### config.mk
export PLATFORM = sky130hd
export DESIGN_NAME = sim_exit_monitor
export DESIGN_NICKNAME = d
export VERILOG_FILES = /design/src/rtl/sim_mon_pkg.sv /design/src/rtl/sim_char_fifo.sv /design/src/rtl/sim_exit_monitor.sv
export SDC_FILE = /design/constraint.sdc
export NUM_CORES = 1
export LEC_CHECK = 0
export CAP_MARGIN = 20
export CORE_MARGIN = 1.5
export CORE_UTILIZATION = 42
export CTS_CLUSTER_SIZE = 40
export DETAILED_ROUTE_END_ITERATION = 8
export PLACE_DENSITY = 0.71
export SLEW_MARGIN = 20
export SYNTH_ARGS = -nofsm -noshare
export SYNTH_HDL_FRONTEND = slang
export SYNTH_SLANG_ARGS = --single-unit
### constraint.sdc
create_clock -name clk -period 3.2 [get_ports clk]
set_input_delay 0.8 -clock clk [delete_from_list [all_inputs] [get_ports clk]]
set_output_delay 0.8 -clock clk [all_outputs]
set_load 0.03 [all_outputs]
### src/rtl/sim_mon_pkg.sv
// Shared types and defaults for the simulation exit monitor.
package sim_mon_pkg;

  typedef enum logic [1:0] {
    StatusRun     = 2'd0,
    StatusPass    = 2'd1,
    StatusFail    = 2'd2,
    StatusTimeout = 2'd3
  } sim_status_e;

  localparam logic [31:0] DefConsoleAddr = 32'h1001_5000;
  localparam logic [63:0] DefPassVal     = 64'h0000_0004_4433_3222;
  localparam logic [63:0] DefFailVal     = 64'h0000_0023_8234_8720;

  function automatic logic [3:0] popcount(input logic [7:0] v);
    logic [3:0] n;
    n = '0;
    for (int i = 0; i < 8; i++) begin
      n = n + 4'(v[i]);
    end
    return n;
  endfunction

endpackage

### src/rtl/sim_char_fifo.sv
// Synchronous FIFO with a registered first-word-fall-through head.
module sim_char_fifo #(
  parameter int unsigned Depth = 16,
  parameter int unsigned Width = 8
) (
  input  logic             clk,
  input  logic             rst_b,
  input  logic             push,
  input  logic [Width-1:0] push_data,
  input  logic             pop,
  output logic [Width-1:0] head,
  output logic             full,
  output logic             empty
);

  localparam int unsigned AddrW = $clog2(Depth);

  logic [AddrW:0]   wr_q, wr_d, rd_q, rd_d;
  logic [Width-1:0] mem_q [Depth];
  logic [Width-1:0] head_q, head_d;
  logic             push_ok, pop_ok;

  assign empty   = (wr_q == rd_q);
  assign full    = (wr_q[AddrW] != rd_q[AddrW]) && (wr_q[AddrW-1:0] == rd_q[AddrW-1:0]);
  assign push_ok = push & (~full | pop);
  assign pop_ok  = pop & ~empty;
  assign head    = head_q;

  always_comb begin
    wr_d = wr_q + (AddrW+1)'(push_ok);
    rd_d = rd_q + (AddrW+1)'(pop_ok);
    // The new head is the byte being written when the read pointer lands on the write slot.
    if (push_ok && (rd_d == wr_q)) begin
      head_d = push_data;
    end else begin
      head_d = mem_q[rd_d[AddrW-1:0]];
    end
  end

  always_ff @(posedge clk) begin
    if (!rst_b) begin
      wr_q   <= '0;
      rd_q   <= '0;
      head_q <= '0;
      for (int i = 0; i < Depth; i++) begin
        mem_q[i] <= '0;
      end
    end else begin
      wr_q   <= wr_d;
      rd_q   <= rd_d;
      head_q <= head_d;
      if (push_ok) begin
        mem_q[wr_q[AddrW-1:0]] <= push_data;
      end
    end
  end

endmodule

### src/rtl/sim_exit_monitor.sv
// Passive end-of-test monitor: PASS/FAIL/TIMEOUT decision, console byte capture
// from AXI writes, and cycle / retired-instruction counters.
module sim_exit_monitor
  import sim_mon_pkg::*;
#(
  parameter int unsigned NUM_RETIRE   = 1,
  parameter int unsigned NUM_WB       = 2,
  parameter int unsigned AXI_DW       = 128,
  parameter logic [31:0] CONSOLE_ADDR = DefConsoleAddr,
  parameter logic [63:0] PASS_VAL     = DefPassVal,
  parameter logic [63:0] FAIL_VAL     = DefFailVal,
  parameter int unsigned WDT_PERIOD   = 50000,
  parameter int unsigned CHAR_DEPTH   = 16
) (
  input  logic                  clk,
  input  logic                  rst_b,
  input  logic [NUM_RETIRE-1:0] retire,
  input  logic [NUM_WB*64-1:0]  wb_data,
  input  logic                  awvalid,
  input  logic                  awready,
  input  logic [31:0]           awaddr,
  input  logic [3:0]            awlen,
  input  logic                  wvalid,
  input  logic                  wready,
  input  logic                  wlast,
  input  logic [AXI_DW-1:0]     wdata,
  input  logic [AXI_DW/8-1:0]   wstrb,
  output logic                  char_valid,
  output logic [7:0]            char_data,
  input  logic                  char_ready,
  output logic                  done,
  output sim_status_e           status,
  output logic [31:0]           cycle_cnt,
  output logic [63:0]           retire_cnt,
  output logic                  char_ovf,
  output logic                  ord_err
);

  localparam int unsigned Lanes = AXI_DW / 32;
  localparam int unsigned StrbW = AXI_DW / 8;

  sim_status_e          state_q, state_d;
  logic                 done_q, done_d;
  logic [NUM_WB*64-1:0] wb_q;
  logic                 running, pass_hit, fail_hit, win_end, starve;
  logic [3:0]           ret_pc;
  logic [31:0]          win_cnt_q, win_cnt_d, win_ret_q, win_ret_d, cycle_q, cycle_d;
  logic [63:0]          retire_q, retire_d;

  assign running = (state_q == StatusRun);
  assign ret_pc  = popcount(8'(retire));

  always_comb begin
    pass_hit = 1'b0;
    fail_hit = 1'b0;
    for (int i = 0; i < NUM_WB; i++) begin
      if (wb_q[64*i +: 64] == PASS_VAL) pass_hit = 1'b1;
      if (wb_q[64*i +: 64] == FAIL_VAL) fail_hit = 1'b1;
    end
  end

  // Window end is the WDT_PERIOD-th cycle; its own retires still count.
  assign win_end = (win_cnt_q == 32'(WDT_PERIOD - 1));
  assign starve  = win_end && ((win_ret_q + 32'(ret_pc)) == 32'd0);

  always_ff @(posedge clk) begin
    if (!rst_b) begin
      state_q <= StatusRun;
      done_q  <= 1'b0;
    end else begin
      state_q <= state_d;
      done_q  <= done_d;
    end
  end

  always_comb begin
    state_d = state_q;
    if (state_q == StatusRun) begin
      if (pass_hit)      state_d = StatusPass;
      else if (fail_hit) state_d = StatusFail;
      else if (starve)   state_d = StatusTimeout;
    end
    done_d = (state_q == StatusRun) && (state_d != StatusRun);
  end

  always_comb begin
    status = state_q;
    done   = done_q;
  end

  always_comb begin
    cycle_d   = cycle_q;
    retire_d  = retire_q;
    win_cnt_d = win_cnt_q;
    win_ret_d = win_ret_q;
    if (running) begin
      cycle_d  = cycle_q + 32'd1;
      retire_d = retire_q + 64'(ret_pc);
      if (win_end) begin
        win_cnt_d = '0;
        win_ret_d = '0;
      end else begin
        win_cnt_d = win_cnt_q + 32'd1;
        win_ret_d = win_ret_q + 32'(ret_pc);
      end
    end
  end

  // AXI write tracking and console extraction.
  logic             aw_fire, w_fire, aw_hit, eff_valid, eff_hit;
  logic             pend_valid_q, pend_valid_d, pend_hit_q, pend_hit_d;
  logic             ord_err_q, ord_err_d, ovf_q, ovf_d;
  logic             lane_ok;
  logic [7:0]       lane_byte;
  logic [StrbW-1:0] lane_mask;
  logic             push_q, push_d;
  logic [7:0]       byte_q;
  logic             fifo_full, fifo_empty, fifo_pop;
  logic [7:0]       fifo_head;
  logic             unused_wdata;

  assign aw_fire      = awvalid & awready;
  assign w_fire       = wvalid & wready;
  assign unused_wdata = ^wdata;

  always_comb begin
    aw_hit       = (awaddr == CONSOLE_ADDR) && (awlen == 4'd0);
    eff_valid    = aw_fire | pend_valid_q;
    eff_hit      = aw_fire ? aw_hit : pend_hit_q;
    pend_valid_d = pend_valid_q;
    pend_hit_d   = pend_hit_q;
    if (aw_fire) begin
      pend_valid_d = 1'b1;
      pend_hit_d   = aw_hit;
    end
    if (w_fire && eff_valid && wlast) pend_valid_d = 1'b0;
    ord_err_d = ord_err_q | (w_fire & ~eff_valid);
  end

  always_comb begin
    lane_ok   = 1'b0;
    lane_byte = '0;
    lane_mask = '0;
    for (int k = 0; k < Lanes; k++) begin
      lane_mask          = '0;
      lane_mask[4*k +: 4] = 4'hF;
      if (wstrb == lane_mask) begin
        lane_ok   = 1'b1;
        lane_byte = wdata[32*k +: 8];
      end
    end
    push_d = w_fire & eff_valid & eff_hit & lane_ok & running;
  end

  assign fifo_pop = ~fifo_empty & char_ready;
  assign ovf_d    = ovf_q | (push_q & fifo_full & ~fifo_pop);

  always_ff @(posedge clk) begin
    if (!rst_b) begin
      wb_q         <= '0;
      cycle_q      <= '0;
      retire_q     <= '0;
      win_cnt_q    <= '0;
      win_ret_q    <= '0;
      pend_valid_q <= 1'b0;
      pend_hit_q   <= 1'b0;
      ord_err_q    <= 1'b0;
      ovf_q        <= 1'b0;
      push_q       <= 1'b0;
      byte_q       <= '0;
    end else begin
      wb_q         <= wb_data;
      cycle_q      <= cycle_d;
      retire_q     <= retire_d;
      win_cnt_q    <= win_cnt_d;
      win_ret_q    <= win_ret_d;
      pend_valid_q <= pend_valid_d;
      pend_hit_q   <= pend_hit_d;
      ord_err_q    <= ord_err_d;
      ovf_q        <= ovf_d;
      push_q       <= push_d;
      byte_q       <= lane_byte;
    end
  end

  sim_char_fifo #(
    .Depth(CHAR_DEPTH),
    .Width(8)
  ) u_char_fifo (
    .clk      (clk),
    .rst_b    (rst_b),
    .push     (push_q),
    .push_data(byte_q),
    .pop      (fifo_pop),
    .head     (fifo_head),
    .full     (fifo_full),
    .empty    (fifo_empty)
  );

  assign char_valid = ~fifo_empty;
  assign char_data  = fifo_head;
  assign cycle_cnt  = cycle_q;
  assign retire_cnt = retire_q;
  assign char_ovf   = ovf_q;
  assign ord_err    = ord_err_q;

endmodule

==> run_results.csv, run 1 <==
group,metric,value,unit
timing,hold_violations,0,
synth,syn_avg_cell_area,10.4,um^2
placed_design,io_buffers,330,
pwr,power_density,479,nW/um^2
global_route,grt_pass1_vias,15100,
worst_setup_path,max_stage_delay,0.57,ns
timing,max_clock_freq,329,MHz
route,wl_per_cell,17.8,um
clocking,clk_latency,0.59,ns
final_layout,final_common_cell,"and2_1",
worst_setup_path,critPathLaunchType,"flip-flop",
timing,setup_violations,0,
route,drc_errors,0,
final_layout,ff_latch_area,10300,um^2
global_route,overflow,0,
timing,fin_setup_tns,0,ns
worst_setup_path,cp_cell_sequence,"xnor2_1 > nand4_1 > nand2b_2 > and2_1 > ha_2 > buf_12 > mux4_2 > mux4_2 > mux2i_1 > nor2b_1",
clocking,cts_tree,"built",
worst_setup_path,path_class,"reg -> reg",
route,drtIter0Drc,1143,
clocking,clkSinkCount,450,
pwr,p_leak,9.26,nW
worst_setup_path,worst_setup_path_end_kind,"flip-flop",
timing,drv_slew,0,
synth,synth_top_area_share,32.9,%
route,vias,15500,
synth,syn_nets,2211,
route,wirelength,52000,um
floorplanning,initial_core_util,42.9,%
synth,ys_seq_area_share,52.5,%
floorplanning,die_h,219,um
clocking,clockBufferDepth,3,
synth,async_flop_share,0,%
synth,yosysUniqueCellTypes,62,
route,ant_nets,0,
timing,fin_crit,3.04,ns
synth,syn_inst,1884,
floorplanning,core-area,45700,um^2
final_layout,area_growth_syn_to_layout,31.9,%
synth,synth_area_leaders,"dfxtp_1, edfxtp_1, and2_1, mux4_2, xnor2_1",
final_layout,fillCellCount,3892,
timing,rsz0062_at_grt,"false",
final_layout,drive_gt1_share,10.7,%
flow_run,drv_cap,0,
synth,synth_area,19600,um^2
worst_setup_path,crit_path_top_delay_cell,"mux4_2",
route,via_per_inst,5.30,
final_layout,multi_input_area,8970,um^2
global_route,grt_pass1_wl,81500,um
final_layout,final_nets,2605,
route,drt_first_pass_iters,5,
clocking,cts.htree.levels,2,
final_layout,antenna_cells,0,
placed_design,hpwl,37800,um
clocking,cts_buffers,48,
worst_setup_path,crit_top_cell,"mux4_2",
timing,tightest_slew,0.971,ns
timing,fin_crit_sh,95.0,%
timing,hold_ws,0.471,ns
worst_hold_path,hold_path_class,"reg -> reg",
clocking,root_buffer,"clkbuf_16",
timing,relSlewSlack,34.6,%
floorplanning,rows,78,
synth,synth-edff-count,128,
clocking,clk_pin_slew,0.06,ns
final_layout,layout_common_cells,"and2_1, clkdlybuf4s50_1, dfxtp_1",
synth,ys_warn_count,0,
worst_setup_path,critPathArrivalTime,3.51,ns
worst_setup_path,critPathRequiredTime,3.67,ns
global_route,antenna_found_initial,0,
timing,final.setup_skew,0.0226,ns
global_route,grt_max_degree,178,
synth,ys.flop_type,"dfxtp_1",
final_layout,finalCoreUtilization,56.6,%
synth,synth_seq_cells,450,
pwr,ir_worst_vdd,0.391,mV
synth,synth_largest_area_cell,"dfxtp_1",
floorplanning,ioPinCount,427,
global_route,globalRouteTotalUtil,21.5,%
floorplanning,die_width,219,um
floorplanning,die_area,48000,um^2
placed_design,gp_congestion,0.907,
worst_setup_path,crit_fanout,16,
run_status,status,"completed",
## what timing repair did
item | 4_1_cts | 5_1_grt
setup buffers | 0 | 0
setup endpoints to repair | 0 | 3
gates resized for setup | 0 | 6
hold buffers | 0 | 0
## final timing paths
check                                         start                   to  cells past startpoint  slack (ns)
worst max-delay path            u_char_fifo.rd_q[3]  u_char_fifo.head[0]                     10        0.16
worst min-delay path                        ord_err              ord_err                      1        0.47
worst max register to register  u_char_fifo.rd_q[3]  u_char_fifo.head[0]                     10        0.16
worst min register to register              ord_err              ord_err                      1        0.47
## synth_stat cells (4+ instances only)
cell and number:
a21oi_1 31, nand2b_1 17, ha_1 10, nand3b_1 4
xor2_1 40, o21ai_0 73, a21boi_0 47, buf_2 6
mux4_2 40, dfxtp_1 322, nor2_1 84, nor4b_1 19
clkbuf_1 85, nand2_1 108, nor4_1 44, and4_1 15
nor3_1 50, a22oi_1 20, nand4_1 60, nor2b_1 38
or3_1 41, or2_2 5, o21a_1 11, inv_1 9
nand3_1 78, and2_1 332, or4_1 4, xnor2_1 71
and3_1 26, nor4bb_1 4, a21boi_1 6, edfxtp_1 128
mux2i_1 12
## through the flow
step / cells / total power, mW / area [um^2] / worst slack, ns
after global placement: 2828 / 6.85 / 24200 / -0.536
after floorplan: 1884 / 6.46 / 19600 / 0.0214
after CTS: 2916 / 12.5 / 25800 / 0.0526
final: 2916 / 12.4 / 25800 / 0.159
after global routing: 2916 / 12.8 / 25800 / 0.0145
after detailed placement: 2828 / 6.87 / 24200 / -0.551
## logic make-up after synthesis
group | Yosys count | share of synthesized area, %
adders and majority gates | 10 | 0.638
buffers and inverters | 103 | 2.01
AOI/OAI and AO/OA | 211 | 6.86
DFF | 450 | 52.5
and+or+nand+nor | 946 | 27.7
muxes | 52 | 5.21
xor gates and xnor gates | 112 | 5.04
## layer usage
metal	up-vias	part of all wire (%)	GRT usage, %
met4	0	3.4	8.72
met3	100	6.2	4.05
met2	482	48	35.9
li1	7469	-	-
met1	7408	43	27.5
met5	-	0	0
## flip-flops by register name, indices dropped and copies added, names as in the netlist
register / cells
u_char_fifo.wr_q: 5
char_ovf: 1
push_q: 1
status: 2
cycle_cnt: 32
wb_q: 128
u_char_fifo.mem_q: 128
done: 1
u_char_fifo.head: 8
u_char_fifo.rd_q: 5
win_ret_q: 32
pend_valid_q: 1
ord_err: 1
byte_q: 8
pend_hit_q: 1
win_cnt_q: 32
retire_cnt: 64
## power breakdown
| group | internal [mW] | leakage, nW | switching [mW] | total (mW) |
|---|---|---|---|---|
| logic | 0.400 | 4.61 | 0.234 | 0.634 |
| clock network | 3.34 | 0.799 | 2.29 | 5.63 |
| registers | 6.04 | 3.85 | 0.0710 | 6.11 |
| total | 9.78 | 9.25 | 2.60 | 12.4 |
## layout make-up
class / instances / share of cell area [%]
inverter: 9 / 0.131
clock inverter: 19 / 0.862
tap: 600 / 2.90
timing repair buffer: 438 / 16.2
sequential: 450 / 39.8
multi-input combinational: 1331 / 34.7
clock buffer: 69 / 5.36
## worst max-delay path: cells and delay by family, from the launching register on
family | cells | cell delay (ns)
and+or+nand+nor | 4 | 0.57
muxes | 3 | 1.26
xor gates and xnor gates | 1 | 0.14
DFF | 1 | 0.38
buffers and inverters | 1 | 0.19
adders and majority gates | 1 | 0.38
No activity file was read; power rests on OpenSTA's default activity.
==> inputs of run 2 (changes only) <==
--- a/config.mk
+++ b/config.mk
@@ -13,2 +13,3 @@
 export PLACE_DENSITY = 0.71
+export RECOVER_POWER = 100
 export SLEW_MARGIN = 20
==> constraint.sdc (replaced) <==
create_clock -name clk -period 3.2 [get_ports clk]
set_input_delay 0.32 -clock clk [delete_from_list [all_inputs] [get_ports clk]]
set_output_delay 0.32 -clock clk [all_outputs]
set_load 0.03 [all_outputs]
==> run 2 against run 1 <==
Against the previous run:
- the flow now finishes with violations (max-capacitance violations, max-slew violations)
- clock-buffer cell count decreased by 3
- wire length about the same
- cell count decreased by 1.1%
- flip-flop and latch count is the same
==> run_results.csv, run 2 (synthesis gave the netlist of run 1 again) <==
group,metric,value,unit
worst_setup_path,max_stage_delay,0.55,ns
timing,fin_crit_sh,95.1,%
timing,setup_violations,0,
worst_setup_path,worst_setup_path_end_kind,"flip-flop",
clocking,clockBufferDepth,3,
worst_hold_path,hold_path_class,"in -> reg",
pwr,p_leak,9.27,nW
final_layout,antenna_cells,0,
timing,tightest_slew,1.61,ns
worst_setup_path,crit_fanout,11,
placed_design,place_area,24000,um^2
worst_setup_path,cp_num_buf_inv,1,
worst_setup_path,crit_cells,10,
timing,rsz0062_at_grt,"false",
worst_setup_path,r2r_cells,10,
worst_setup_path,crit_top_cell,"mux4_2",
route,drc_errors,0,
flow_run,drv_cap,1,
clocking,cts_buffers,48,
global_route,met1_usage,26.7,%
timing,hold_violations,0,
worst_setup_path,cp_cell_sequence,"xnor2_1 > nand4_1 > nand2b_2 > and2_1 > ha_2 > buf_12 > mux4_2 > mux4_2 > mux2i_1 > nor2b_1",
worst_setup_path,critPathArrivalTime,3.50,ns
floorplanning,die_h,219,um
route,wirelength,52000,um
final_layout,final_common_cell,"dfxtp_1",
timing,relSlewSlack,-7.53,%
clocking,root_buffer,"clkbuf_16",
route,drt_first_pass_iters,6,
placed_design,hpwl,38200,um
timing,max_clock_freq,329,MHz
run_status,failed_checks,"max-capacitance violations, max-slew violations",
pwr,p_total,12.5,mW
global_route,antenna_found_initial,2,
global_route,overflow,0,
worst_setup_path,path_class,"reg -> reg",
route,wl_per_cell,18.0,um
global_route,grt_max_degree,97,
worst_setup_path,r2r_start,"u_char_fifo.rd_q[3]",
worst_setup_path,crit_path_top_delay_cell,"mux4_2",
global_route,gr-max-usage-layer,"met2",
floorplanning,core-area,45700,um^2
timing,fin_setup_tns,0,ns
global_route,gr-usage-met3,4.98,%
timing,drv_slew,97,
worst_setup_path,critPathRequiredTime,3.66,ns
route,ant_nets,0,
timing,hold_ws,0.121,ns
clocking,cts_tree,"built",
floorplanning,rows,78,
final_layout,drive_gt1_share,8.53,%
floorplanning,ioPinCount,427,
worst_setup_path,r2r-end,"u_char_fifo.head[5]",
placed_design,gp_congestion,0.890,
clocking,clk_latency,0.58,ns
final_layout,layout_common_cells,"dfxtp_1, clkdlybuf4s50_1, and2_1",
pwr,power_density,490,nW/um^2
route,vias,15300,
final_layout,area_growth_syn_to_layout,30.1,%
route,via_per_inst,5.32,
clocking,clk_pin_slew,0.06,ns
placed_design,io_buffers,330,
global_route,grt_pass1_wl,81200,um
global_route,grtUsageMet2,36.1,%
pwr,ir_worst_vdd,0.317,mV
floorplanning,die_area,48000,um^2
worst_setup_path,crit_path_end,"u_char_fifo.head[5]",
worst_setup_path,path_delay_family,"multiplexers",
clocking,clkSinkCount,450,
global_route,globalRouteTotalUtil,21.6,%
final_layout,final_nets,2573,
worst_setup_path,critPathLaunchType,"flip-flop",
worst_setup_path,crit_path_start,"u_char_fifo.rd_q[3]",
timing,final.setup_skew,0.0169,ns
global_route,grt_pass1_vias,15200,
timing,fin_crit,3.04,ns
run_status,status,"finished with violations",
floorplanning,initial_core_util,42.9,%
worst_setup_path,r2r_slack,0.16,ns
final_layout,finalInstanceArea,25500,um^2
clocking,cts.htree.levels,2,
route,drtIter0Drc,900,
floorplanning,die_width,219,um
run 2: cell count changes in the layout (fill, tap and decap cells not counted), moves of 3 or more:
| cell | before | now |
|---|---|---|
| clkdlybuf4s50_1 | 329 | 217 |
| dlygate4sd3_1 | 0 | 112 |
| a21boi_0 | 47 | 52 |
| clkbuf_1 | 11 | 25 |
| buf_4 | 102 | 50 |
| and2_0 | 0 | 162 |
| and2_1 | 332 | 170 |
| clkbuf_2 | 0 | 3 |
| a21boi_1 | 6 | 1 |
run 2: worst reg2reg max path, delay by kind of cell (launching register included):
family	cells	cell delay, ns
xor+xnor	1	0.15
mux	3	1.24
buf+inv	1	0.18
fa+ha+maj	1	0.42
simple gates	4	0.57
flops	1	0.38
run 2: cell type report:
class | instances | area [um^2]
Multi-Input combinational cell | 1331 | 8910
Inverter | 9 | 33.8
Fill cell | 3940 | 20200
Clock inverter | 23 | 277
Tap cell | 600 | 751
Clock buffer | 66 | 1380
Sequential cell | 450 | 10300
Timing Repair Buffer | 406 | 3870
run 2: power breakdown:
group	switching [mW]	leakage, nW	internal, mW	total, mW
registers	0.0701	3.85	6.04	6.11
clock network	2.28	0.828	3.51	5.79
logic	0.235	4.59	0.384	0.620
total	2.58	9.27	9.93	12.5
run 2: stage by stage:
| stage | std cells | worst slack [ns] | utilization, % |
|---|---|---|---|
| floorplan | 1884 | 0.0215 | - |
| global placement | 2796 | -0.0658 | 52.4 |
| detailed placement | 2796 | -0.0164 | 52.4 |
| CTS | 2885 | 0.133 | 56.1 |
| global route | 2885 | 0.0184 | 55.9 |
| finish | 2885 | 0.157 | 55.9 |
run 2: routing by layer:
layer	share of wire (%)	vias to the layer above
met5	0.021	-
met4	3.7	2
met3	6.7	114
met2	48	471
met1	42	7332
li1	-	7418
run 2: worst min-delay path by stage:
| stage | startpoint | end | slack, ns | cells after the start |
|---|---|---|---|---|
| finish | rst_b | char_ovf | 0.12 | 2 |
| floorplan | win_ret_q[0] | win_ret_q[0] | 0.44 | 2 |
| CTS | rst_b | char_ovf | 0.09 | 2 |
| detailed placement | ord_err | ord_err | 0.46 | 1 |
| global placement | ord_err | ord_err | 0.45 | 1 |
| global route | rst_b | char_ovf | 0.11 | 2 |
run 2: timing repair:
item	CTS	global route
setup endpoints to repair	0	1
hold buffers	0	0
setup buffers	0	0
gates resized for setup	0	1
==> inputs of run 3 (changes only) <==
Settings changed: ABC_AREA set to 0.
Clock period 3.2 ns to 2.51 ns, I/O delays scaled along.
==> run 3 against run 2 <==
Against the previous run:
- cell count up 4.8%
- the flow finishes with violations (max-capacitance violations, max-slew violations, negative setup slack)
- combinational power increased by 36%
- clock skew fell by 0.0011 ns
- clock-buffer cell count did not move
- clock power up 19%
- register-to-register slack worse by 0.53 ns
- via count increased by 3.8%
- sequential power increased by 27%
==> run_results.csv, run 3 (synthesis gave the netlist of run 1 again) <==
group,metric,value,unit
timing,setup_violations,77,
floorplanning,initial_core_util,42.9,%
run_status,status,"finished with violations",
pwr,ir_worst_vdd,0.463,mV
clocking,clockBufferDepth,3,
worst_setup_path,crit_cells,10,
worst_setup_path,crit_path_top_delay_cell,"mux4_2",
floorplanning,die_area,48000,um^2
worst_setup_path,path_class,"reg -> reg",
worst_setup_path,r2r_start,"u_char_fifo.rd_q[2]",
pwr,power_density,579,nW/um^2
global_route,gr-usage-met3,4.05,%
route,wirelength,53600,um
clocking,root_buffer,"clkbuf_16",
global_route,met1_usage,28.6,%
clocking,clk_pin_slew,0.06,ns
run_status,failed_checks,"max-capacitance violations, max-slew violations, negative setup slack",
route,ant_nets,0,
final_layout,final_common_cell,"dfxtp_1",
global_route,gr-max-usage-layer,"met2",
route,drtIter0Drc,1008,
worst_setup_path,crit_fanout,8,
final_layout,drive_gt1_share,16.3,%
worst_hold_path,hold_path_class,"in -> reg",
clocking,cts_buffers,47,
timing,tightest_slew,2.20,ns
timing,hold_ws,0.219,ns
worst_setup_path,cp_num_buf_inv,1,
worst_setup_path,crit_path_end,"u_char_fifo.head[2]",
placed_design,gp_congestion,0.927,
worst_setup_path,crit_path_start,"u_char_fifo.rd_q[2]",
route,drc_errors,0,
clocking,cts_tree,"built",
worst_setup_path,worst_setup_path_end_kind,"flip-flop",
pwr,p_leak,10.2,nW
worst_setup_path,r2r_slack,-0.37,ns
placed_design,hpwl,39300,um
worst_setup_path,r2r_cells,10,
route,drt_first_pass_iters,5,
clocking,clkSinkCount,450,
global_route,globalRouteTotalUtil,22.2,%
final_layout,area_growth_syn_to_layout,36.9,%
final_layout,layout_common_cells,"dfxtp_1, and2_1, clkdlybuf4s50_1",
global_route,overflow,0,
flow_run,drv_cap,1,
timing,fin_crit,2.88,ns
placed_design,io_buffers,330,
clocking,cts.htree.levels,2,
floorplanning,core-area,45700,um^2
floorplanning,rows,78,
route,vias,15900,
route,wl_per_cell,17.7,um
global_route,antenna_found_initial,0,
worst_setup_path,max_stage_delay,0.54,ns
floorplanning,die_h,219,um
floorplanning,die_width,219,um
global_route,grt_pass1_wl,83800,um
worst_setup_path,critPathArrivalTime,3.35,ns
timing,max_clock_freq,347,MHz
worst_setup_path,cp_cell_sequence,"xnor2_2 > nand4_1 > nand2b_4 > and2_4 > ha_4 > buf_12 > mux4_2 > mux4_2 > mux2i_1 > nor2b_1",
floorplanning,ioPinCount,427,
timing,fin_crit_sh,115,%
timing,drv_slew,128,
worst_setup_path,r2r-end,"u_char_fifo.head[2]",
worst_setup_path,crit_top_cell,"mux4_2",
worst_setup_path,critPathLaunchType,"flip-flop",
timing,rsz0062_at_grt,"true",
timing,layout_setup_ws,-0.375,ns
worst_hold_path,holdPathStages,2,
pwr,p_total,15.5,mW
global_route,grt_max_degree,129,
timing,final.setup_skew,0.0158,ns
timing,relSlewSlack,-46.4,%
worst_setup_path,critPathRequiredTime,2.97,ns
final_layout,final_nets,2713,
global_route,grt_pass1_vias,15600,
clocking,clk_latency,0.57,ns
timing,hold_violations,0,
route,via_per_inst,5.27,
final_layout,antenna_cells,0,
worst_setup_path,path_delay_family,"multiplexers",
global_route,grtUsageMet2,38.0,%
final_layout,fillCellCount,3814,
## run 3: layout make-up
type	count	area (um^2)	area share [%]
clock inverters	20	165	0.615
flip-flops and latches	450	10300	38.4
inverters	9	33.8	0.126
multi-input cells	1331	9160	34.1
well taps	600	751	2.80
repair buffers	547	5050	18.8
clock buffers	66	1370	5.11
## run 3: per-stage QoR
stage	instance area [um^2]	setup TNS (ns)	instances	setup slack, ns	utilization, %
floorplan	19800	-2.20	1884	-0.275	-
global placement	25100	-14.42	2928	-0.535	54.9
detailed placement	25100	-17.30	2928	-0.595	54.9
CTS	26700	-2.57	3018	-0.339	58.5
global route	26800	-38.53	3023	-0.464	58.8
finish	26800	-6.45	3023	-0.375	58.8
## run 3: worst min path at each step
| stage | startpoint | end | slack (ns) |
|---|---|---|---|
| 3_5_place_dp | ord_err | ord_err | 0.46 |
| 5_1_grt | rst_b | byte_q[3] | 0.24 |
| 2_1_floorplan | wb_data[0] | wb_q[0] | 0.38 |
| 6_report | rst_b | u_char_fifo.rd_q[2] | 0.22 |
| 3_3_place_gp | ord_err | ord_err | 0.45 |
| 4_1_cts | rst_b | u_char_fifo.rd_q[2] | 0.03 |
## run 3: routing by layer
metal | wire (um) | up-vias
met2 | 25900 | 499
met1 | 22900 | 7652
li1 | - | 7686
met3 | 3380 | 86
met5 | 0 | -
met4 | 1400 | 0
## run 3: power by group
group,switching (mW),internal [mW],total [mW]
clock,2.88,4.03,6.91
sequential,0.0917,7.70,7.79
combinational,0.311,0.530,0.841
## run 3: what timing repair did
item,in CTS,in global routing
cloned,1,0
endpoints found under the setup margin,64,64
buffers inserted,3,5
resized for setup,18,27
pin swaps,8,4
hold buffers,0,0
## run 3: worst reg2reg max path, cell delays in order, from the launching register on
cell      delay [ns]
dfxtp_2         0.33
xnor2_2         0.17
nand4_1         0.15
nand2b_4        0.18
and2_4          0.15
ha_4            0.38
buf_12          0.17
mux4_2          0.55
mux4_2          0.47
mux2i_1         0.17
nor2b_1         0.06
